File: config.mk
export PLATFORM = sky130hd
export DESIGN_NAME = rv32i_run_monitor
export DESIGN_NICKNAME = d
export VERILOG_FILES = /design/src/rtl/rv32i_run_monitor.sv
export SDC_FILE = /design/constraint.sdc
export NUM_CORES = 1
export LEC_CHECK = 0
export ABC_CLOCK_PERIOD_IN_PS = 6150
export BUFFER_PORTS_ARGS = -buffer_cell sky130_fd_sc_hd__buf_4
export CORE_MARGIN = 10
export CORE_UTILIZATION = 45
export CTS_CLUSTER_SIZE = 30
export DETAILED_ROUTE_END_ITERATION = 8
export SLEW_MARGIN = 40
export SYNTH_ARGS = -nofsm -noshare
export SYNTH_HDL_FRONTEND = slang
export SYNTH_SLANG_ARGS = --single-unit
File: constraint.sdc
create_clock -name clk_RV -period 6.15 [get_ports clk_RV]
set_input_delay 0.615 -clock clk_RV [delete_from_list [all_inputs] [get_ports clk_RV]]
set_output_delay 0.615 -clock clk_RV [all_outputs]
set_load 0.01 [all_outputs]
File: src/rtl/rv32i_run_monitor.sv
// ---------------------------------------------------------------------------
// rv32i_run_monitor
//   Run controller/monitor for the rv32i single-cycle core. It drives the
//   core's reset and watches the executing instruction and pc. A run ends
//   either on halt detection or on a cycle timeout. A small ring keeps the
//   most recent instructions for post-mortem reads.
//
// Ports
//   clk_RV        core clock, rising edge
//   reset         asynchronous, active-low
//   start         launch a run (honoured in IDLE and DONE only)
//   instruccion   instruction executing this cycle
//   pc            pc of that instruction
//   core_reset    active-high reset to rv32i (registered)
//   running       high while in RUN
//   done          run finished (sticky until the next start)
//   halted        run ended by halt detection (sticky)
//   timeout       run ended by MAX_CYCLES (sticky)
//   cycle_count   RUN cycles elapsed
//   trace_count   valid trace entries, saturates at TRACE_DEPTH
//   trace_rd_idx  trace read index, 0 = most recent instruction
//   trace_rd_data registered trace read, 1-cycle latency
// ---------------------------------------------------------------------------
module rv32i_run_monitor #(
  parameter int               WIDTH        = 32,
  parameter int               CNT_W        = 16,
  parameter int               MAX_CYCLES   = 82,
  parameter int               RESET_CYCLES = 1,
  parameter logic [WIDTH-1:0] HALT_INSTR   = WIDTH'(32'h0000_006F),
  parameter int               HALT_REPEAT  = 2,
  parameter int               TRACE_DEPTH  = 8,
  localparam int              IDX_W        = $clog2(TRACE_DEPTH),
  localparam int              TC_W         = IDX_W + 1
) (
  input  logic             clk_RV,
  input  logic             reset,
  input  logic             start,
  input  logic [WIDTH-1:0] instruccion,
  input  logic [WIDTH-1:0] pc,
  output logic             core_reset,
  output logic             running,
  output logic             done,
  output logic             halted,
  output logic             timeout,
  output logic [CNT_W-1:0] cycle_count,
  output logic [TC_W-1:0]  trace_count,
  input  logic [IDX_W-1:0] trace_rd_idx,
  output logic [WIDTH-1:0] trace_rd_data
);

  // Counter widths sized so the terminal value itself is representable.
  localparam int HC_W = (RESET_CYCLES > 1) ? $clog2(RESET_CYCLES) : 1;
  localparam int RP_W = $clog2(HALT_REPEAT + 1);

  typedef enum logic [1:0] {IDLE, HOLD, RUN, DONE} state_e;

  state_e             state_q;
  logic [HC_W-1:0]    hold_cnt_q;
  logic [RP_W-1:0]    repeat_q;
  logic [IDX_W-1:0]   wr_ptr_q;
  logic [WIDTH-1:0]   pc_prev_q;
  logic               pc_prev_vld_q;
  logic               core_reset_q, running_q, done_q, halted_q, timeout_q;
  logic [CNT_W-1:0]   cycle_count_q;
  logic [TC_W-1:0]    trace_count_q;
  logic [WIDTH-1:0]   trace_rd_data_q;
  logic [WIDTH-1:0]   ring_q [TRACE_DEPTH];

  // Run-cycle next-state terms
  logic [CNT_W-1:0]   cycle_count_d;
  logic [RP_W-1:0]    repeat_d;
  logic               halt_cond, hit_halt, hit_tmo;
  logic [IDX_W-1:0]   rd_ptr;
  logic               rd_hit;

  always_comb begin
    cycle_count_d = cycle_count_q + CNT_W'(1);
    // pc_prev is only meaningful once a RUN cycle has been seen this run, so a
    // stale pc from the previous run cannot count toward the halt streak.
    halt_cond     = (instruccion == HALT_INSTR) ||
                    (pc_prev_vld_q && (pc == pc_prev_q));
    repeat_d      = halt_cond ? (repeat_q + RP_W'(1)) : '0;
    hit_halt      = (repeat_d == RP_W'(HALT_REPEAT));
    hit_tmo       = (cycle_count_d == CNT_W'(MAX_CYCLES));
    // wr_ptr points at the next free slot; most recent entry is wr_ptr-1.
    // IDX_W-bit arithmetic gives the modulo for free (depth is a power of 2).
    rd_ptr        = wr_ptr_q - IDX_W'(1) - trace_rd_idx;
    rd_hit        = ({1'b0, trace_rd_idx} < trace_count_q);
  end

  // Control FSM with registered outputs
  always_ff @(posedge clk_RV or negedge reset) begin
    if (!reset) begin
      state_q       <= IDLE;
      hold_cnt_q    <= '0;
      repeat_q      <= '0;
      wr_ptr_q      <= '0;
      pc_prev_q     <= '0;
      pc_prev_vld_q <= 1'b0;
      core_reset_q  <= 1'b1;
      running_q     <= 1'b0;
      done_q        <= 1'b0;
      halted_q      <= 1'b0;
      timeout_q     <= 1'b0;
      cycle_count_q <= '0;
      trace_count_q <= '0;
    end else begin
      case (state_q)
        IDLE, DONE: begin
          if (start) begin
            // Entering HOLD wipes the previous run's results.
            state_q       <= HOLD;
            hold_cnt_q    <= '0;
            repeat_q      <= '0;
            wr_ptr_q      <= '0;
            pc_prev_vld_q <= 1'b0;
            core_reset_q  <= 1'b1;
            running_q     <= 1'b0;
            done_q        <= 1'b0;
            halted_q      <= 1'b0;
            timeout_q     <= 1'b0;
            cycle_count_q <= '0;
            trace_count_q <= '0;
          end
        end
        HOLD: begin
          if (hold_cnt_q == HC_W'(RESET_CYCLES - 1)) begin
            state_q      <= RUN;
            core_reset_q <= 1'b0;
            running_q    <= 1'b1;
          end else begin
            hold_cnt_q <= hold_cnt_q + HC_W'(1);
          end
        end
        RUN: begin
          cycle_count_q <= cycle_count_d;
          wr_ptr_q      <= wr_ptr_q + IDX_W'(1);
          if (trace_count_q != TC_W'(TRACE_DEPTH))
            trace_count_q <= trace_count_q + TC_W'(1);
          repeat_q      <= repeat_d;
          pc_prev_q     <= pc;
          pc_prev_vld_q <= 1'b1;
          // Halt takes priority when both terminate on the same cycle.
          if (hit_halt || hit_tmo) begin
            state_q      <= DONE;
            core_reset_q <= 1'b1;
            running_q    <= 1'b0;
            done_q       <= 1'b1;
            halted_q     <= hit_halt;
            timeout_q    <= !hit_halt;
          end
        end
        default: state_q <= IDLE;
      endcase
    end
  end

  // Trace ring storage; contents are don't-care after reset.
  always_ff @(posedge clk_RV) begin
    if (state_q == RUN)
      ring_q[wr_ptr_q] <= instruccion;
  end

  // Registered trace read; a same-cycle write to the addressed slot is not
  // visible until the following read.
  always_ff @(posedge clk_RV or negedge reset) begin
    if (!reset)
      trace_rd_data_q <= '0;
    else
      trace_rd_data_q <= rd_hit ? ring_q[rd_ptr] : '0;
  end

  assign core_reset    = core_reset_q;
  assign running       = running_q;
  assign done          = done_q;
  assign halted        = halted_q;
  assign timeout       = timeout_q;
  assign cycle_count   = cycle_count_q;
  assign trace_count   = trace_count_q;
  assign trace_rd_data = trace_rd_data_q;

endmodule

# After elaboration in Yosys (flattened, before gate mapping)
# Memories as Yosys holds them, arrays and structs flattened.
# Cells that the tools add are included.
[totals]
inputBits = 70
elab_cells = 81
register_bits = 98
n_memories = 1
ram_bits = 256
[op_classes]
add_sub_neg = 7
n_mux = 33
magnitude_cmp = 1
n_reduce_logical = 13
n_eq_ne = 12
[mem_list]
columns = ["name", "depth", "word_bits", "rd", "rd_clocked_by_memory_dff", "write_ports", "line_no", "source"]
rows = [
  ["ring_q", 8, 32, 1, 0, 1, "67", "logic [WIDTH-1:0] ring_q [TRACE_DEPTH];"],
]
[ops]
columns = ["operator", "n"]
rows = [
  ["$eq 32x32->1", 1],
  ["$eq 32x7->1 const B", 1],
  ["$mux 32", 1],
  ["$pmux 16 s2", 1],
  ["$add 16x1->16 const B", 1],
  ["$eq 16x7->1 const B", 1],
  ["$mux 16", 1],
  ["$mux 1", 11],
  ["$mux 2", 5],
  ["$pmux 1 s2", 5],
  ["$reduce_and 3->1", 3],
  ["$mux 4", 2],
  ["$ne 2x2->1 const B", 4],
  ["$pmux 4 s2", 1],
  ["$eq 2x2->1 const B", 3],
  ["$pmux 1 s3", 2],
  ["$pmux 2 s3", 1],
  ["$pmux 3 s2", 1],
  ["$add 4x1->4 const B", 1],
  ["$lt 3x4->1", 1],
  ["$ne 4x4->1 const B", 1],
  ["$pmux 2 s2", 1],
  ["$reduce_and 2->1", 2],
  ["$reduce_bool 2->1", 2],
  ["12 further kinds", 13],
]

# Longest topological paths before layout
# Gate-level depths: netlist of run 1.
[depth]
ltp_word = 8
depth_mapped = 9
mapped_depth_nobuf = 8

# Worst setup path before layout of run 1
# OpenSTA, ideal clock, no wires.
[synth_timing]
kind = "reg-to-reg"
start = "register state_q[0]"
end = "memory ring_q[2][0], enable pin"
n_path_buf = 3
slack_ps = 1870
arrival_ps = 3819
stages_incl_launch_ff = 8
period_less_slack_ps = 4280
required_ps = 5689
cell_sequence = "dfrtp_1 -> inv_1 -> ha_1 -> clkbuf_1 -> clkbuf_1 -> buf_1 -> nand2_1 -> nor3_1"
[synth_between]
elab_chain_cells = 3
[synth_lines]
columns = ["item", "line_no", "source"]
rows = [
  ["start, declared", "57", "state_e state_q;"],
  ["start signal, assigned", "94", "state_q <= IDLE;"],
  ["start signal, assigned", "112", "state_q <= HOLD;"],
  ["start signal, assigned", "128", "state_q <= RUN;"],
  ["$eq 2x2->1", "160", "if (state_q == RUN)"],
  ["$mux 1", "160", ""],
  ["$mux 1 (implied by the code)", "161", "ring_q[wr_ptr_q] <= instruccion;"],
  ["end, declared", "67", ""],
]
# Every way passes these cells.

# Worst setup path after layout of run 1
[layout_timing]
start = "register wr_ptr_q[0]"
end = "register trace_rd_data_q[15] (netlist: trace_rd_data[15])"
[layout_between]
elab_chain_cells = 4
[layout_lines]
columns = ["item", "line_no", "source"]
rows = [
  ["start, declared", "60", "logic [IDX_W-1:0] wr_ptr_q;"],
  ["start signal, assigned", "137", "wr_ptr_q <= wr_ptr_q + IDX_W'(1);"],
  ["$sub 3x1->3", "87", "rd_ptr = wr_ptr_q - IDX_W'(1) - trace_rd_idx;"],
  ["$sub 3x3->3", "87", ""],
  ["$mem_v2 8x32", "--", ""],
  ["$mux 32", "170", "trace_rd_data_q <= rd_hit ? ring_q[rd_ptr] : '0;"],
  ["end signal, assigned", "170", ""],
  ["end, declared", "66", "logic [WIDTH-1:0] trace_rd_data_q;"],
]
# Every way passes these cells.
# A chain may end at the register's enable or synchronous reset.

==> results of run 1 <==
## path summary, 6_finish.rpt
kind,to,slack [ns],cells past startpoint
setup reg to reg,trace_rd_data[15],3.34,8
hold / removal,trace_rd_data[4],0.01,1
hold reg to reg,core_reset,0.51,2
max in group asynchronous,trace_rd_data[19],5.08,2
setup / recovery,trace_rd_data[15],3.34,8
min in group clk_RV,ring_q[1][5],0.33,1
## per-stage QoR
stage / util [%] / std cells / setup WS, ns / power, mW / hold slack, ns
2_1_floorplan: - / 846 / 1.87 / 4.32 / 0.319
3_3_place_gp: 50.0 / 1349 / 2.99 / 4.92 / 0.479
3_5_place_dp: 50.1 / 1350 / 3.14 / 4.96 / 0.495
4_1_cts: 54.2 / 1420 / 3.32 / 7.25 / 0.0110
5_1_grt: 54.2 / 1420 / 3.12 / 7.51 / 0.0141
6_report: 54.2 / 1420 / 3.34 / 7.14 / 0.0119
## cell families after synthesis
kind of cell / after synthesis
fa+ha+maj: 12
buf+inv: 55
simple gates: 182
compound gates: 108
mux: 96
flops: 353
xor+xnor: 40
## synth_stat cells, types with 2 or more instances
cell / n
a22o_1: 3
ha_1: 11
o211ai_1: 2
mux2_2: 32
o21ai_0: 31
nor2b_1: 2
a31oi_1: 3
buf_2: 7
nand3_1: 10
o41ai_1: 6
a21oi_1: 39
xor2_1: 7
mux4_2: 64
xnor2_1: 33
clkbuf_1: 28
buf_1: 2
buf_4: 3
inv_1: 14
a211o_1: 2
nor4b_1: 2
nand4_1: 15
nor4_1: 10
nand2_1: 92
dfrtp_1: 96
o22ai_1: 3
o31ai_1: 7
and3_1: 3
nor3_1: 8
nor2_1: 24
edfxtp_1: 256
nand4_4: 2
nand2b_1: 6
## sequential cells by signal, summed over array words and instances (netlist names), 2 cells and up
name,cells
cycle_count,16
ring_q,256
repeat_q,2
trace_count,4
state_q,2
wr_ptr_q,3
trace_rd_data,32
pc_prev_q,32
## report_power, final
part           internal, mW  total (mW)  switching (mW)
logic                 0.882        1.83           0.946
registers              2.87        3.04           0.167
clock network          1.36        2.28           0.915
## final cells by class
| cell class | instances | area (sq um) |
|---|---|---|
| clock buffers | 53 | 1080 |
| clock inverters | 17 | 185 |
| fillers | 2546 | 14400 |
| inverters | 14 | 52.6 |
| multi-input cells | 438 | 3980 |
| flip-flops and latches | 353 | 10100 |
| well taps | 402 | 503 |
| repair buffers | 143 | 1090 |
## worst max-delay path, cell delays in order (launching register included)
cell and delay, ns:
dfrtp_1 0.57, ha_4 0.18, inv_1 0.04, fa_2 0.34, xnor2_1 0.50, xnor2_2 0.32, buf_4 0.45, nand2_1 0.13
a21oi_1 0.16
## routing by layer
metal	global-route usage, %	vias to the layer above	share of wire, %
li1	-	3571	-
met1	21.2	4028	44
met2	26.6	173	49
met3	3.11	46	5.2
met4	4.30	0	1.6
met5	0	-	0
==> results.md, run 1 <==
* Worst setup SP type: flop
* Sequential area share after synthesis at 71.2%
* CP max FO at 24
* Critical Path Sink Type: flop
* Die width at 198 um
* Commonest non-fill, non-tap cell in the layout: edfxtp_1
* Site Rows at 65
* Drt pass-1 iters at 4
* Post-DP HPWL at 18700 um
* Final Max Slew Viols at 0
* Adder-Cell Fraction of Synth Area at 1.11%
* Cts hold-fix bufs at 0
* Post_cts resized at 0
* Clk_skew at 0.0238 ns
* Final setup TNS at 0 ns
* Setup repair bufs after CTS at 0
* Synth async-reset ratio at 27.5%
* Number of flops mapped to enable cells by yosys at 256
* Final net count at 1070
* Vias at 7818
* Leakage at 6.20 nW
* R2R Path Start: wr_ptr_q[0]
* Placed cell area at 15700 sq um
* Design Area, Final at 17000 sq um
* Maximum number of pins on one net before global-route repair at 76
* Initial antenna violation count at 0
* H-tree depth at 2
* Die Area at 39100 sq um
* WL/cell at 22.0 um
* # diodes at 0
* Slew @ Worst Pin at 0.722 ns
* Final Cycle Share at 45.6%
* Post-DRT Antenna Nets at 0
* Syn Area/Cell at 16.8 sq um
* Slew headroom at 51.6%
* Starting DRT DRC Count at 497
* DRC viols at 0
* Syn nets at 928
* Critical path startpoint: wr_ptr_q[0]
* Synth cell types at 55
* Mapped Cells at 846
* CTS root buf: clkbuf_16
* Syn. warnings at 0
* Clock Sinks at 353
* Clock Path Buffers at 3
* Total wire length at 31300 um
* RSZ-0062 raised after global routing: false
* Proportion of synthesized area in mux cells at 12.7%
* Worst IR Drop VDD at 0.268 mV
* CTS Buf Count at 38
* Initial core utilization at 45.3%
* Post-synthesis cell area at 14200 sq um
* Synth Area in Compound Gates at 4.66%
* Vias/cell at 5.51
* Period minus WS final at 2.81 ns
* Fraction of layout cells with a size suffix above 1 at 31.4%
* Vias in the first global route at 8194
* Skew-Pair Late Insertion Delay at 0.53 ns
* Post-synth top flop: edfxtp_1
* Port bufs at 126
* CTS clk-pin slew, worst paths at 0.06 ns
* FMAX at 356 MHz
* GPL Wtd Cong at 0.794
* Core box area at 31400 sq um
* Final Hold Vio Count at 0
* Layout Area Growth over Synthesis at 19.6%
* Xor/xnor share of the synthesized area at 2.46%
* Largest family of logic cells by synthesized area: multiplexers
* Status: finished, final reports clean
* Area leader, netlist: edfxtp_1
* Top cell type's share of synthesized area at 54.1%
* CTS tree: built
* Die Ht at 198 um
* Synthesized flop and latch total at 353
* HP Class: in -> async
* Power Dens Cells at 420 nW/um^2
* Max Cap Viol at 0
* Commonest cells after routing, fill and taps aside: edfxtp_1, buf_4, dfrtp_1
* GRT Resource Usage Total at 16.0%
* Global-route wire length before repair at 48200 um
* Total gr overflow at 0
* Ports at 127
* Crit path DAT at 3.23 ns
* Simple-gate portion of the synthesized area at 6.28%
* WP data required at 6.58 ns
* Main area contributors after synthesis: edfxtp_1, dfrtp_1, mux4_2
* Final setup vio count at 0
* Crit path kind: reg -> reg
Note: power is estimated with default switching activity, not from simulation.
==> run 2: changes to the inputs <==
--- a/config.mk
+++ b/config.mk
@@ -5,12 +5,13 @@
 export SDC_FILE = /design/constraint.sdc
 export NUM_CORES = 1
 export LEC_CHECK = 0
-export ABC_CLOCK_PERIOD_IN_PS = 6150
+export ABC_CLOCK_PERIOD_IN_PS = 2300
 export BUFFER_PORTS_ARGS = -buffer_cell sky130_fd_sc_hd__buf_4
 export CORE_MARGIN = 10
 export CORE_UTILIZATION = 45
 export CTS_CLUSTER_SIZE = 30
 export DETAILED_ROUTE_END_ITERATION = 8
+export PLACE_DENSITY = 0.66
 export SLEW_MARGIN = 40
 export SYNTH_ARGS = -nofsm -noshare
 export SYNTH_HDL_FRONTEND = slang
==> constraint.sdc (replaced) <==
create_clock -name clk_RV -period 2.3 [get_ports clk_RV]
set_input_delay 0.23 -clock clk_RV [delete_from_list [all_inputs] [get_ports clk_RV]]
set_output_delay 0.23 -clock clk_RV [all_outputs]
set_load 0.01 [all_outputs]
==> run 2 against run 1 <==
Critical path type unchanged. Utilization up 4.0 points. Worst setup slack worse by 3.3 ns. Final cell count up 8.1%. Flip-flop and latch count unchanged.
==> results.md, run 2 (synthesis gave the netlist of run 1 again) <==
* Status: finished, final reports clean
* Pwr Total at 19.4 mW (+170%)
* Ports at 127 (unchanged)
* FMAX at 451 MHz (+27%)
* R2R Path Start: cycle_count[5]
* Placed cell area at 16400 sq um (+4.5%)
* RSZ-0062 raised after global routing: false
* Die Ht at 198 um (unchanged)
* R2R depth at 6 (-2)
* GRT Resource Usage Total at 16.9% (+0.86 points)
* Port bufs at 126 (unchanged)
* Total wire length at 32500 um (+3.9%)
* Vias in the first global route at 8800 (+7.4%)
* H-tree depth at 2 (unchanged)
* CP max FO at 6 (-75%)
* Layout Area Growth over Synthesis at 28.4%
* GPL Wtd Cong at 0.823 (+3.7%)
* # diodes at 0 (unchanged)
* WP data required at 2.71 ns (-3.87 ns)
* Max Cap Viol at 0 (unchanged)
* Worst IR Drop VDD at 0.674 mV (+150%)
* Initial antenna violation count at 0 (unchanged)
* Crit path DAT at 2.63 ns (-0.60 ns)
* Skew-Pair Late Insertion Delay at 0.52 ns (about the same)
* Period minus WS final at 2.22 ns (-0.589 ns)
* Slew @ Worst Pin at 0.591 ns (-0.131 ns)
* Global-route wire length before repair at 51000 um (+6.0%)
* Core box area at 31400 sq um (unchanged)
* Commonest non-fill, non-tap cell in the layout: edfxtp_1
* Vias/cell at 5.40 (-2.0%)
* Clock Sinks at 353 (unchanged)
* HP Class: in -> reg
* Post-DP HPWL at 19300 um (+3.3%)
* Reg-to-Reg End: halted
* CTS Buf Count at 37 (-2.6%)
* Vias at 8283 (+5.9%)
* Largest Register: ring_q
* Starting DRT DRC Count at 617 (+24%)
* DRC viols at 0 (unchanged)
* Final net count at 1186 (+11%)
* CTS clk-pin slew, worst paths at 0.06 ns (about the same)
* Clk_skew at 0.0163 ns (-0.00753 ns)
* WL/cell at 21.2 um (-3.9%)
* Critical Path Sink Type: flop
* Hold Crit Start: instruccion[27]
* Commonest cells after routing, fill and taps aside: edfxtp_1, buf_4, dfrtp_1
* CTS tree: built
* Die width at 198 um (unchanged)
* Slew headroom at 60.3% (+8.7 points)
* Worst hold path depth at 2
* Worst setup SP type: flop
* Site Rows at 65 (unchanged)
* Leakage at 6.76 nW (+9.1%)
* Power Dens Cells at 1060 nW/um^2 (+150%)
* Final setup vio count at 0 (unchanged)
* Reg2Reg Setup Slack at 0.08 ns (-3.26 ns)
* CTS root buf: clkbuf_16
* Fill cells at 2385 (-6.3%)
* Design Area, Final at 18300 sq um (+7.3%)
* Clock Path Buffers at 3 (unchanged)
* Initial core utilization at 45.3% (unchanged)
* Worst hold endpoint: ring_q[6][27]
* Total gr overflow at 0 (unchanged)
* Crit path kind: reg -> reg
* Largest register FFs at 256 (unchanged)
* Fraction of layout cells with a size suffix above 1 at 34.5% (+3.1 points)
* Maximum number of pins on one net before global-route repair at 39 (-49%)
* Final Hold Vio Count at 0 (unchanged)
* Die Area at 39100 sq um (unchanged)
* Final Max Slew Viols at 0 (unchanged)
* Final Cycle Share at 96.4% (+51 points)
* Drt pass-1 iters at 5 (+1)
* Post-DRT Antenna Nets at 0 (unchanged)
-- run 2: power by group --
part | internal (mW) | switching [mW] | leakage (nW)
Clock | 3.21 | 2.39 | 0.556
Combinational | 2.92 | 2.77 | 2.66
Sequential | 7.68 | 0.422 | 3.55
Total | 13.8 | 5.58 | 6.76
-- run 2: final cells by class --
class	instances	area, sq um	share of cell area (%)
Multi-Input combinational cell	438	4080	22.4
Clock inverter	11	78.8	0.432
Clock buffer	57	1060	5.82
Tap cell	402	503	2.76
Inverter	14	52.6	0.288
Timing Repair Buffer	260	2350	12.9
Sequential cell	353	10100	55.5
-- run 2: timing repair --
action / 4_1_cts / 5_1_grt
setup endpoints to repair: 0 / 8
setup buffers: 0 / 3
gates resized for setup: 0 / 18
hold buffers: 55 / 0
hold endpoints to repair: 212 / 0
-- run 2: critical path, cell delays in order, from the launching register on --
cell	delay, ns
dfrtp_1	0.46
nand4_4	0.16
nor4_4	0.07
or4_2	0.54
a22o_2	0.28
o31a_4	0.31
o31a_1	0.28
-- run 2: metal layers --
layer | wire (um) | GRT usage [%]
met1 | 13800 | 22.3
met2 | 16400 | 28.1
met3 | 1620 | 3.26
met4 | 590 | 4.50
met5 | 0 | 0
-- run 2: worst max-delay path by stage --
stage / startpoint / endpoint / slack (ns)
after floorplan: state_q[0] / ring_q[2][0] / -0.06
after global placement: instruccion[24] / state_q[0] / -0.20
after detailed placement: instruccion[24] / halted / -0.23
after CTS: instruccion[23] / state_q[0] / 0.008
after global routing: cycle_count[5] / running / 0.01
final: cycle_count[5] / halted / 0.08
-- run 2: metrics by stage --
stage          hold slack, ns  util [%]  setup slack [ns]  TNS, ns  std cells
6_report               0.0312      58.1            0.0826        0       1535
2_1_floorplan         -0.0656         -           -0.0631    -3.98        846
5_1_grt                0.0187      58.1            0.0149        0       1535
3_5_place_dp            0.181      52.4            -0.235    -1.24       1409
3_3_place_gp            0.172      52.4            -0.198   -0.986       1409
4_1_cts               0.00930      57.8           0.00801        0       1532
==> run 3: changes to the inputs <==
--- a/config.mk
+++ b/config.mk
@@ -5,13 +5,14 @@
 export SDC_FILE = /design/constraint.sdc
 export NUM_CORES = 1
 export LEC_CHECK = 0
+export ABC_AREA = 1
 export ABC_CLOCK_PERIOD_IN_PS = 2300
 export BUFFER_PORTS_ARGS = -buffer_cell sky130_fd_sc_hd__buf_4
 export CORE_MARGIN = 10
 export CORE_UTILIZATION = 45
 export CTS_CLUSTER_SIZE = 30
 export DETAILED_ROUTE_END_ITERATION = 8
-export PLACE_DENSITY = 0.66
+export PLACE_DENSITY = 0.65
 export SLEW_MARGIN = 40
 export SYNTH_ARGS = -nofsm -noshare
 export SYNTH_HDL_FRONTEND = slang
==> run 3 against run 2 <==
Die area increased by 5.4%. Clock power increased by 11%. Synthesized cell count increased by 60%. Global-route usage increased by 0.98 points. Via count increased by 30%. Critical endpoint is now trace_rd_data[20]. Largest power group unchanged. Highest routed layer is now met5.
==> results.md, run 3 <==
* Vias in the first global route at 10600 (+20%)
* Synth cell types at 40 (-27%)
* Drt pass-1 iters at 6 (+1)
* GRT Resource Usage Total at 17.9% (+0.98 points)
* Final Max Slew Viols at 0 (unchanged)
* Post-DRT Antenna Nets at 0 (unchanged)
* Synthesized flop and latch total at 353 (unchanged)
* Pre-CTS worst setup slack at -0.0398 ns (+0.195 ns)
* Crit path largest cell delay at 0.67 ns (+0.13 ns)
* Ports at 127 (unchanged)
* Final net count at 1645 (+39%)
* Slew headroom at 61.5% (+1.2 points)
* Starting DRT DRC Count at 823 (+33%)
* Cell Int Power at 14.7 mW (+6.5%)
* Fraction of layout cells with a size suffix above 1 at 18.4% (-16 points)
* Leakage at 7.60 nW (+12%)
* Crit path DAT at 2.72 ns (+0.09 ns)
* Critical path buffers and inverters at 3 (+3)
* Total wire length at 38400 um (+18%)
* Syn Area/Cell at 11.1 sq um (-34%)
* Top cell type's share of synthesized area at 51.0% (-3.1 points)
* Die Area at 41200 sq um (+5.4%)
* Area leader, netlist: edfxtp_1
* Commonest cells after routing, fill and taps aside: nand2_1, edfxtp_1, buf_4
* Vias/cell at 5.29 (-2.0%)
* Post-synth top flop: edfxtp_1
* Syn. warnings at 0 (unchanged)
* Crit-path cells: ha_4 > inv_1 > fa_4 > buf_6 > clkbuf_16 > a32o_1 > nand2_1 > o221a_2
* Final Cycle Share at 97.4% (+0.96 points)
* Combinational Power Share at 34.4% (+5.1 points)
* Most common cell in the netlist: nand2_1
* Post-synth top cells: nand2_1, edfxtp_1, inv_1, dfrtp_1, a21oi_1
* Final setup vio count at 0 (unchanged)
* Hold WS at 0.0953 ns (+0.0640 ns)
* Fill cells at 2661 (+12%)
* H-tree depth at 2 (unchanged)
* Worst path top cell family by delay: adder cells
* CTS tree: built
* Crit path kind: reg -> reg
* RSZ-0062 raised after global routing: true
* Status: finished, final reports clean
* Sequential Power Share at 37.7% (-4.1 points)
* Syn nets at 1439 (+55%)
* HP Class: in -> async
* Die width at 203 um (+2.7%)
* CP max FO at 21 (+15)
* Clock group share of total power at 28.0% (-0.9 points)
* WP data required at 2.78 ns (+0.07 ns)
* Multi-input gate area at 4340 sq um (+6.4%)
* Post-DP HPWL at 22600 um (+17%)
* Number of flops mapped to enable cells by yosys at 256 (unchanged)
* Reg2Reg Setup Slack at 0.06 ns (-0.02 ns)
* Critical Path Sink Type: flop
* Main area contributors after synthesis: edfxtp_1, dfrtp_1, nand2_1
* Design Area, Final at 19000 sq um (+3.9%)
* Total gr overflow at 0 (unchanged)
* Clk_skew at 0.0149 ns (-0.00141 ns)
* DRC viols at 0 (unchanged)
* Power Dens Cells at 1170 nW/um^2 (+11%)
* Post-synthesis cell area at 15100 sq um (+6.0%)
* Core box area at 32800 sq um (+4.4%)
* Global-route wire length before repair at 58800 um (+15%)
* FMAX at 447 MHz (-0.98%)
* CTS clk-pin slew, worst paths at 0.06 ns (about the same)
* Mapped Cells at 1357 (+60%)
* Commonest non-fill, non-tap cell in the layout: nand2_1
* Slew @ Worst Pin at 0.577 ns (-0.0140 ns)
* Period minus WS final at 2.24 ns (+0.0220 ns)
* Worst Slack Setup Final at 0.0606 ns (-0.0220 ns)
* CTS Buf Count at 38 (+2.7%)
* Worst setup SP type: flop
* Max Cap Viol at 0 (unchanged)
* Layout Area Growth over Synthesis at 25.8%
* GPL Wtd Cong at 0.818 (-0.61%)
* Final Hold Vio Count at 0 (unchanged)
* Clock Sinks at 353 (unchanged)
* Sequential Area at 10100 sq um (about the same)
* Skew-Pair Late Insertion Delay at 0.55 ns (+0.03 ns)
* Largest register FFs at 256 (unchanged)
* Site Rows at 66 (+1.5%)
* CTS root buf: clkbuf_16
* Clock Path Buffers at 3 (unchanged)
* Initial core utilization at 46.0% (+0.70 points)
* Vias at 10800 (+30%)
* Placed cell area at 16900 sq um (+2.6%)
* Sw Pwr at 7.57 mW (+36%)
* Worst IR Drop VDD at 0.773 mV (+15%)
* WL/cell at 18.9 um (-11%)
* Initial antenna violation count at 2 (+2)
* Port bufs at 126 (unchanged)
* Die Ht at 203 um (+2.7%)
* CP max-delay cell: fa_4
* Sequential area share after synthesis at 67.1% (-4.1 points)
* Synth async-reset ratio at 27.5% (unchanged)
* Maximum number of pins on one net before global-route repair at 75 (+92%)
* Switching Share at 34.0% (+5.2 points)
* Largest Register: ring_q
run 3: area by class of cell:
cell class | instances | area share, %
flip-flops and latches | 353 | 53.3
clock buffers | 45 | 5.20
multi-input cells | 816 | 22.9
diodes | 1 | 0.0132
inverters | 120 | 2.38
clock inverters | 25 | 1.56
well taps | 442 | 2.92
repair buffers | 234 | 11.7
run 3: logic make-up (layout without fill, tap and decap cells):
group,after synthesis,count (layout),synth area share [%]
and+or+nand+nor,569,569,15.6
DFF,353,353,67.1
AOI/OAI and AO/OA,220,220,10.6
buffers and inverters,188,424,4.77
xor gates and xnor gates,15,15,0.921
adders and majority gates,12,12,1.05
other,0,1,0
run 3: per-layer routing:
layer  wire length [um]  vias up  track usage, %
met3               2380       48            3.41
met2              18300      298            29.2
met5                  7        -               0
met1              17100     5265            23.7
met4                674        2            5.52
li1                   -     5159               -
run 3: repair_timing:
item                                   CTS  global route
hold buffers                            65             0
endpoints found under the hold margin  384             0
setup endpoints to repair                0            24
resized for setup                        0             6
buffers inserted                         0             4
run 3: worst reg2reg max path, cell delays in order (launching register included):
cell       delay [ns]
dfrtp_1          0.40
ha_4             0.16
inv_1            0.06
fa_4             0.67
buf_6            0.19
clkbuf_16        0.20
a32o_1           0.27
nand2_1          0.06
o221a_2          0.17
run 3: worst paths after layout:
check                            start                end  depth (start not counted)
max                        wr_ptr_q[0]  trace_rd_data[20]                          8
min                              reset      pc_prev_q[17]                          2
max in group asynchronous        reset         core_reset                          3
min reg2reg                 core_reset         core_reset                          2
min in group clk_RV              start         core_reset                          6
max reg2reg                wr_ptr_q[0]  trace_rd_data[20]                          8
run 3: per-stage QoR:
stage	cells	total power, mW	setup TNS [ns]	util, %
global route	2036	23.6	-0.0699	57.9
CTS	2027	22.1	0	57.4
floorplan	1357	13.1	-40.16	-
global placement	1892	15.5	0	51.5
finish	2036	22.3	0	57.9
detailed placement	1892	15.7	-0.130	51.5
run 3: power by group through the flow:
stage          clock, mW  sequential, mW  combinational (mW)
2_1_floorplan          0            8.52                4.54
3_3_place_gp           0            8.50                7.00
3_5_place_dp           0            8.52                7.19
4_1_cts             6.34            8.40                7.32
5_1_grt             6.61            8.49                8.51
6_report            6.23            8.40                7.66
